File: src/rtl/branch_predictor.sv
// Fetch-side BTB with 2-bit saturating direction counters.
// Registered prediction one cycle after lookup; trained by execute-stage outcomes.
module branch_predictor #(
  parameter int IADDR_SPACE_BITS  = 32,
  parameter int ENTRIES           = 16,
  parameter bit BRANCH_PREDICTION = 1'b1
) (
  input  logic                        i_clk,
  input  logic                        i_reset_n,
  input  logic                        i_flush,
  input  logic                        i_fetch_valid,
  input  logic [IADDR_SPACE_BITS-1:1] i_fetch_pc,
  output logic                        o_pred_taken,
  output logic [IADDR_SPACE_BITS-1:1] o_pred_target,
  input  logic                        i_upd_valid,
  input  logic [IADDR_SPACE_BITS-1:1] i_upd_pc,
  input  logic [IADDR_SPACE_BITS-1:1] i_upd_target,
  input  logic                        i_upd_branch,
  input  logic                        i_upd_jump,
  input  logic                        i_upd_taken
);

  localparam int IDX_BITS = $clog2(ENTRIES);
  localparam int TAG_BITS = IADDR_SPACE_BITS - 1 - IDX_BITS;

  logic [ENTRIES-1:0]          valid;
  logic [1:0]                  ctr        [ENTRIES];
  logic [TAG_BITS-1:0]         tag_mem    [ENTRIES];
  logic [IADDR_SPACE_BITS-1:1] target_mem [ENTRIES];

  logic [IDX_BITS-1:0] fetch_idx;
  logic [IDX_BITS-1:0] upd_idx;
  logic [TAG_BITS-1:0] fetch_tag;
  logic [TAG_BITS-1:0] upd_tag;
  logic                fetch_hit;
  logic                upd_hit;

  assign fetch_idx = i_fetch_pc[IDX_BITS:1];
  assign fetch_tag = i_fetch_pc[IADDR_SPACE_BITS-1:IDX_BITS+1];
  assign upd_idx   = i_upd_pc[IDX_BITS:1];
  assign upd_tag   = i_upd_pc[IADDR_SPACE_BITS-1:IDX_BITS+1];
  assign fetch_hit = valid[fetch_idx] && (tag_mem[fetch_idx] == fetch_tag);
  assign upd_hit   = valid[upd_idx] && (tag_mem[upd_idx] == upd_tag);

  logic       wr_entry;
  logic       wr_ctr;
  logic       clr_valid;
  logic [1:0] new_ctr;

  // Jump wins over branch when both flags are set.
  always_comb begin
    wr_entry  = 1'b0;
    wr_ctr    = 1'b0;
    clr_valid = 1'b0;
    new_ctr   = ctr[upd_idx];
    if (i_upd_valid && BRANCH_PREDICTION) begin
      if (i_upd_jump) begin
        wr_entry = 1'b1;
        wr_ctr   = 1'b1;
        new_ctr  = 2'b11;
      end else if (i_upd_branch && i_upd_taken) begin
        wr_entry = 1'b1;
        wr_ctr   = 1'b1;
        if (!upd_hit)
          new_ctr = 2'b10;
        else if (ctr[upd_idx] != 2'b11)
          new_ctr = ctr[upd_idx] + 2'd1;
      end else if (i_upd_branch) begin
        if (upd_hit) begin
          wr_ctr = 1'b1;
          if (ctr[upd_idx] != 2'b00)
            new_ctr = ctr[upd_idx] - 2'd1;
        end
      end else if (upd_hit) begin
        clr_valid = 1'b1;
      end
    end
  end

  // Lookup reads pre-update contents; writes land at the same edge.
  always_ff @(posedge i_clk or negedge i_reset_n) begin
    if (!i_reset_n) begin
      valid         <= '0;
      o_pred_taken  <= 1'b0;
      o_pred_target <= '0;
      for (int i = 0; i < ENTRIES; i++)
        ctr[i] <= 2'b01;
    end else begin
      if (wr_entry)
        valid[upd_idx] <= 1'b1;
      else if (clr_valid)
        valid[upd_idx] <= 1'b0;
      if (wr_ctr)
        ctr[upd_idx] <= new_ctr;
      o_pred_taken  <= i_fetch_valid & ~i_flush & fetch_hit & ctr[fetch_idx][1] & BRANCH_PREDICTION;
      o_pred_target <= fetch_hit ? target_mem[fetch_idx] : i_fetch_pc;
    end
  end

  always_ff @(posedge i_clk) begin
    if (wr_entry) begin
      tag_mem[upd_idx]    <= upd_tag;
      target_mem[upd_idx] <= i_upd_target;
    end
  end

endmodule
File: config.mk
export PLATFORM = sky130hd
export DESIGN_NAME = branch_predictor
export DESIGN_NICKNAME = d
export VERILOG_FILES = /design/src/rtl/branch_predictor.sv
export SDC_FILE = /design/constraint.sdc
export NUM_CORES = 1
export LEC_CHECK = 0
export BUFFER_PORTS_ARGS = -buffer_cell sky130_fd_sc_hd__buf_2
export CAP_MARGIN = 20
export CORE_ASPECT_RATIO = 1.5
export CORE_UTILIZATION = 40
export CTS_CLUSTER_DIAMETER = 40
export DETAILED_ROUTE_END_ITERATION = 16
export PLACE_DENSITY = 0.53
export SLEW_MARGIN = 10
export SYNTH_ARGS = -nofsm -noshare
export SYNTH_HDL_FRONTEND = slang
export SYNTH_SLANG_ARGS = --single-unit
File: constraint.sdc
create_clock -name i_clk -period 3.1 [get_ports i_clk]
set_input_delay 0.775 -clock i_clk [delete_from_list [all_inputs] [get_ports i_clk]]
set_output_delay 0.775 -clock i_clk [all_outputs]
set_load 0.005 [all_outputs]
# --- Word-level counts from Yosys, hierarchy flattened ---
# Memories as Yosys holds them, arrays and structs flattened.
# Index checks and enable logic that the tools add are counted.
op_classes:
  add_sub_neg: 2
  n_mul: 0
  n_div: 0
  order_cmp: 6
  eq_ne: 3
  shifts: 0
  n_mux: 40
  bitwise: 9
  reduce_logical: 7
op_table:
  columns: ["operator", "count"]
  rows:
  - ["$eq A27 B27 Y1", 2]
  - ["$bwmux W32", 1]
  - ["$mux W16", 2]
  - ["$mux W31", 1]
  - ["$mux W2", 13]
  - ["$mux W1", 17]
  - ["$and A16 B16 Y16", 1]
  - ["$bmux W2 S4", 2]
  - ["$not A16 Y16", 1]
  - ["$or A16 B16 Y16", 1]
  - ["$ge A5 B5 Y1 const B", 2]
  - ["$lt A4 B5 Y1 const B", 2]
  - ["$not A4 Y5", 2]
  - ["$bmux W1 S4", 2]
  - ["$demux W2 S4", 1]
  - ["$logic_and A1 B1 Y1", 5]
  - ["$lt A5 B1 Y1 const B", 1]
  - ["$demux W1 S4", 1]
  - ["$ge A4 B1 Y1 const B", 1]
  - ["$reduce_bool A2 Y1", 2]
  - ["$and A1 B1 Y1", 3]
  - ["$add A2 B1 Y2 const B", 1]
  - ["$ne A2 B2 Y1 const B", 1]
  - ["$sub A2 B1 Y2 const B", 1]
  - ["$not A1 Y1", 1]
word_totals:
  reg_bits: 80
  latch_bits: 0
  ramBits: 928
  romBits: 0
  input_bits: 101
  output_inout_bits: 32
  wordCells: 88
  memories: 2
memory_table:
  columns: ["name", "words", "width", "read_ports", "rd_ports_with_merged_regs", "write_ports", "line", "source"]
  rows:
  - ["target_mem", 16, 31, 1, 0, 1, "29", "logic [IADDR_SPACE_BITS-1:1] target_mem [ENTRIES];"]
  - ["tag_mem", 16, 27, 2, 0, 1, "28", "logic [TAG_BITS-1:0] tag_mem [ENTRIES];"]

# --- Logic depth before layout (Yosys ltp) ---
logic_depth:
  depth_word: 12
  ltp_mapped: 14
  ltp_nobuf: 9

# --- Worst setup path after synthesis ---
# No wires, ideal clock.
synth_timing:
  path_type: "input to register"
  startpoint: "in i_upd_pc[4] in the netlist's numbering"
  endpoint: "mem tag_mem[12][0] in the netlist's numbering, enable pin"
  setup_ps: 548
  arrival_time_ps: 6091
  required_time_ps: 2552
  slack_ps: -3538
  stages: 7
  n_path_buf: 5
  path_cell_list: "buf_2 > buf_2 > buf_4 > buf_2 > buf_2 > nand2_1 > nor3_1"
synth_rtl:
  columns: ["item", "line", "source"]
  rows:
  - ["from (decl)", "16", "input logic [IADDR_SPACE_BITS-1:1] i_upd_pc,"]
  - ["to (decl)", "28", null]
# No word-level cell before the write port.

# --- Worst setup path after layout ---
layout_timing:
  startpoint: "in i_upd_pc[1] in the netlist's numbering"
  endpoint: "reg ctr[1] in the netlist's numbering"
layout_via:
  elab_chain_cells: 12
  elab_cells_between_ends: 32
  classes_between: "2 x add/sub; 2 x order compare; 2 x eq/ne; 21 x mux; 1 x bitwise; 3 x reduce/logical; 1 x memory"
layout_rtl:
  columns: ["item", "line", "source"]
  rows:
  - ["$not A4 Y5 (implied by the code)", null, null]
  - ["$bmux W2 S4", null, null]
  - ["$mux W2 (implied by the code) (2 in a row)", null, null]
  - ["$sub A2 B1 Y2 or $reduce_bool A2 Y1 (tied branches)", "72, 71", null]
  - ["$mux W2", "71", "if (ctr[upd_idx] != 2'b00)"]
  - ["$mux W2", "69", "if (upd_hit) begin"]
  - ["$mux W2", "68", "end else if (i_upd_branch) begin"]
  - ["$mux W2", "61", "end else if (i_upd_branch && i_upd_taken) begin"]
  - ["$mux W2", "57", "if (i_upd_jump) begin"]
  - ["$mux W2", "56", "if (i_upd_valid && BRANCH_PREDICTION) begin"]
  - ["$bwmux W32", "94", "ctr[upd_idx] <= new_ctr;"]
  - ["to (signal, indexed assignment)", "94", null]
  - ["to (decl)", "27", "logic [1:0] ctr [ENTRIES];"]
# Several ways; a longest one is shown, not always the timed one. The select of a mux whose other input is x is not followed.
# A chain may end at the register's enable or synchronous reset.

==> metrics.md <==
| Metric | Value |
|---|---|
| Tot GR Track Use | 24.26% |
| Failing checks | negative setup slack |
| TritonCTS clock tree | built |
| Vias/cell | 5.796 |
| Die area | 109800 um^2 |
| Max-slew headroom | 43.63% |
| Flop2flop setup slack | -270 ps |
| Global-route wire length before repair | 187.8 mm |
| Wire per inst | 32.10 um |
| Hold buffers post-CTS | 0 |
| Slowest Stage Delay on Critical Path | 350 ps |
| Number of I/O pins | 133 |
| Synth Instances | 2081 |
| Total CTS buffers | 117 |
| Drt pass-1 iters | 5 |
| DP HPWL | 86.68 mm |
| Synthesized Nets | 2182 |
| Final period util | 109.9% |
| Post-synth EDFFs | 928 |
| Initial Utilization | 40.47% |
| Pins Over Slew Limit | 0 |
| Synth top cells by count | edfxtp_1, mux4_2, mux2i_1, mux2_2, dfrtp_1 |
| Cell mode on critical path | buf_12 |
| # H-tree levels | 3 |
| Static Leak | 18.55 nW |
| Tot Pwr | 0.03279 W |
| Final wirelength | 131.5 mm |
| Crit path cell chain | buf_12 > buf_12 > buf_12 > buf_12 > mux2i_1 > a22oi_1 > nand2_1 > buf_4 > a211o_1 > o32ai_2 > buf_4 > o2111ai_2 > nor4_4 > buf_6 > buf_16 > o21ai_2 > mux2_4 |
| Post-route ant nets | 0 |
| Clk sinks | 1008 |
| Pwr/cell area | 606.9 nW/um^2 |
| Clock skew | 25.05 ps |
| Area grow syn2layout | 24.50% |
| Hold Slack | 99.19 ps |
| Worst vdd ir | 444.2 uV |
| Core Area | 107200 um^2 |
| Critical Path End Type | register |
| Total gr overflow | 0 |
| Placed inst area | 49240 um^2 |
| Cell Count, Final, Fillers Out | 4096 |
| Final WS setup | -308.1 ps |
| Via Count | 23740 |
| Worst Hold Class | input pin to asynchronous set/reset pin |
| # rows | 147 |
| Cell variety after synth | 67 |
| Setup Crit Path Kind | input pin to register |
| Skew-Pair Late Insertion Delay | 710 ps |
| Initial DRC count | 2091 |
| Status | finished, violations left |
| Layout Nets | 2682 |
| Worst Tran Pin Value | 845.5 ps |
| Cell area after synthesis | 43400 um^2 |
| Final hold violation count | 0 |
| Yosys warns | 0 |
| Total of max-cap violations | 0 |
| RSZ-0062 raised after global routing | true |
| Register area share after synthesis | 68.87% |
| Die height | 405.4 um |
| Worst EP required | 3690 ps |
| Drc violations | 0 |
| Max Freq | 293.4 MHz |
| Top-area cell type share of the netlist area | 64.21% |
| CP arrival | 4000 ps |
| Setup tns final | -14580 ps |
| # port buffers | 132 |
| Reg clk slew, reported paths | 60 ps |
| Antenna violations before repair | 8 |
| Design area | 54030 um^2 |
| Top_reg_cell synth | edfxtp_1 |
| Top-count cell post-synth | edfxtp_1 |
| Number of global-route vias before repair | 25820 |
| Placer Congestion | 0.8702 |
| Root buffer cell | clkbuf_16 |
| # setup viols final | 80 |
| Share of layout cells above drive strength 1 | 46.42% |
| Mean Syn Cell Area | 20.85 um^2 |
| Final min period | 3408 ps |
| Worst-path fanout max | 15 |
| Dpl cells | 3856 |
| Area leader, netlist | edfxtp_1 |
| Longest Clk Path Bufs | 3 |
| Critical Path Slowest Stage Cell | a211o_1 |
| Chip width | 270.9 um |
| Dominant cells by area after synthesis | edfxtp_1, mux4_2, dfrtp_1, mux2i_1, mux2_2 |
| #FFs+latches synth | 1008 |
| Async SR Flop Fraction | 7.937% |
| Largest net degree at the start of global routing | 46 |
| CP Launch Type | input pin |
## state kept, by name, indices dropped and copies added (netlist names), named ones only
name           cells
o_pred_target     31
target_mem       496
tag_mem          432
ctr               32
o_pred_taken       1
## logic make-up after synthesis
logic type | synth area share [%]
flops | 68.87
mux | 23.98
simple gates | 1.949
compound gates | 2.531
buf+inv | 1.456
xor+xnor | 1.211
## per-stage QoR
step                setup slack, ps  util [%]
global route                 -435.9     50.39
finish                       -308.1     50.39
global placement              -1406     45.92
CTS                          -358.3     50.40
floorplan                    -577.6         -
detailed placement            -1419     45.92
## critical path, delay by kind of cell
| family | cells | cell delay (ps) |
|---|---|---|
| compound gates | 5 | 1010 |
| simple gates | 2 | 480 |
| buf+inv | 8 | 1260 |
| mux | 2 | 440 |
## power breakdown
part           internal (W)  switching (W)  total, W
clock               0.00848        0.00590    0.0144
sequential           0.0152       0.000193    0.0154
combinational       0.00146        0.00152   0.00299
total                0.0252        0.00762    0.0328
## final timing paths
| path | to | startpoint | cells past startpoint |
|---|---|---|---|
| setup reg to reg | ctr[29]$_DFFE_PN0P_ | tag_mem[8][14]$_DFFE_PP_ | 12 |
| min in group i_clk | o_pred_taken$_DFF_PN0_ | i_flush | 2 |
| hold / removal | o_pred_target[19]$_DFF_PN0_ | i_reset_n | 1 |
| hold reg to reg | register | register | 1 |
| setup / recovery | ctr[1]$_DFFE_PN0P_ | i_upd_pc[1] | 17 |
| max in group asynchronous | ctr[12]$_DFFE_PN1P_ | i_reset_n | 2 |
## cell type report
| cell class | count | area, um^2 |
|---|---|---|
| fill | 8621 | 53200 |
| sequential | 1008 | 29890 |
| multi-input combinational | 939 | 13390 |
| timing repair buffer | 509 | 4886 |
| clock buffer | 136 | 3062 |
| tap | 1415 | 1770 |
| clock inverter | 82 | 1008 |
| inverter | 6 | 22.52 |
| antenna | 1 | 2.502 |
## cells in the final DEF, fill, tap and decap left out, drive strengths merged, types with 9 or more instances in the layout
cell	instances
edfxtp	928
buf	506
mux4	368
clkbuf	137
mux2i	117
mux2	84
dfrtp	64
xnor2	46
nand2	42
inv	35
nor2	33
clkinv	30
a22oi	29
o21ai	25
nor3	20
a21o	19
dfstp	16
bufinv	15
xor2	14
nand4	10
a21oi	9
nand2b	9
## per-layer routing
metal | share of wire, % | wire (um) | GRT usage, % | up-vias
met5 | 0.024 | 31 | 0 | -
li1 | - | - | - | 9892
met1 | 39 | 51190 | 29.92 | 12870
met3 | 4.2 | 5587 | 2.844 | 210
met2 | 53 | 70090 | 43.50 | 763
met4 | 3.5 | 4597 | 9.238 | 4
## timing repair
item	4_1_cts	5_1_grt
setup endpoints to repair	80	80
pin swaps	10	9
gates cloned	8	0
setup buffers	16	1
resized for setup	76	6
(Power assumes the default switching activity.)
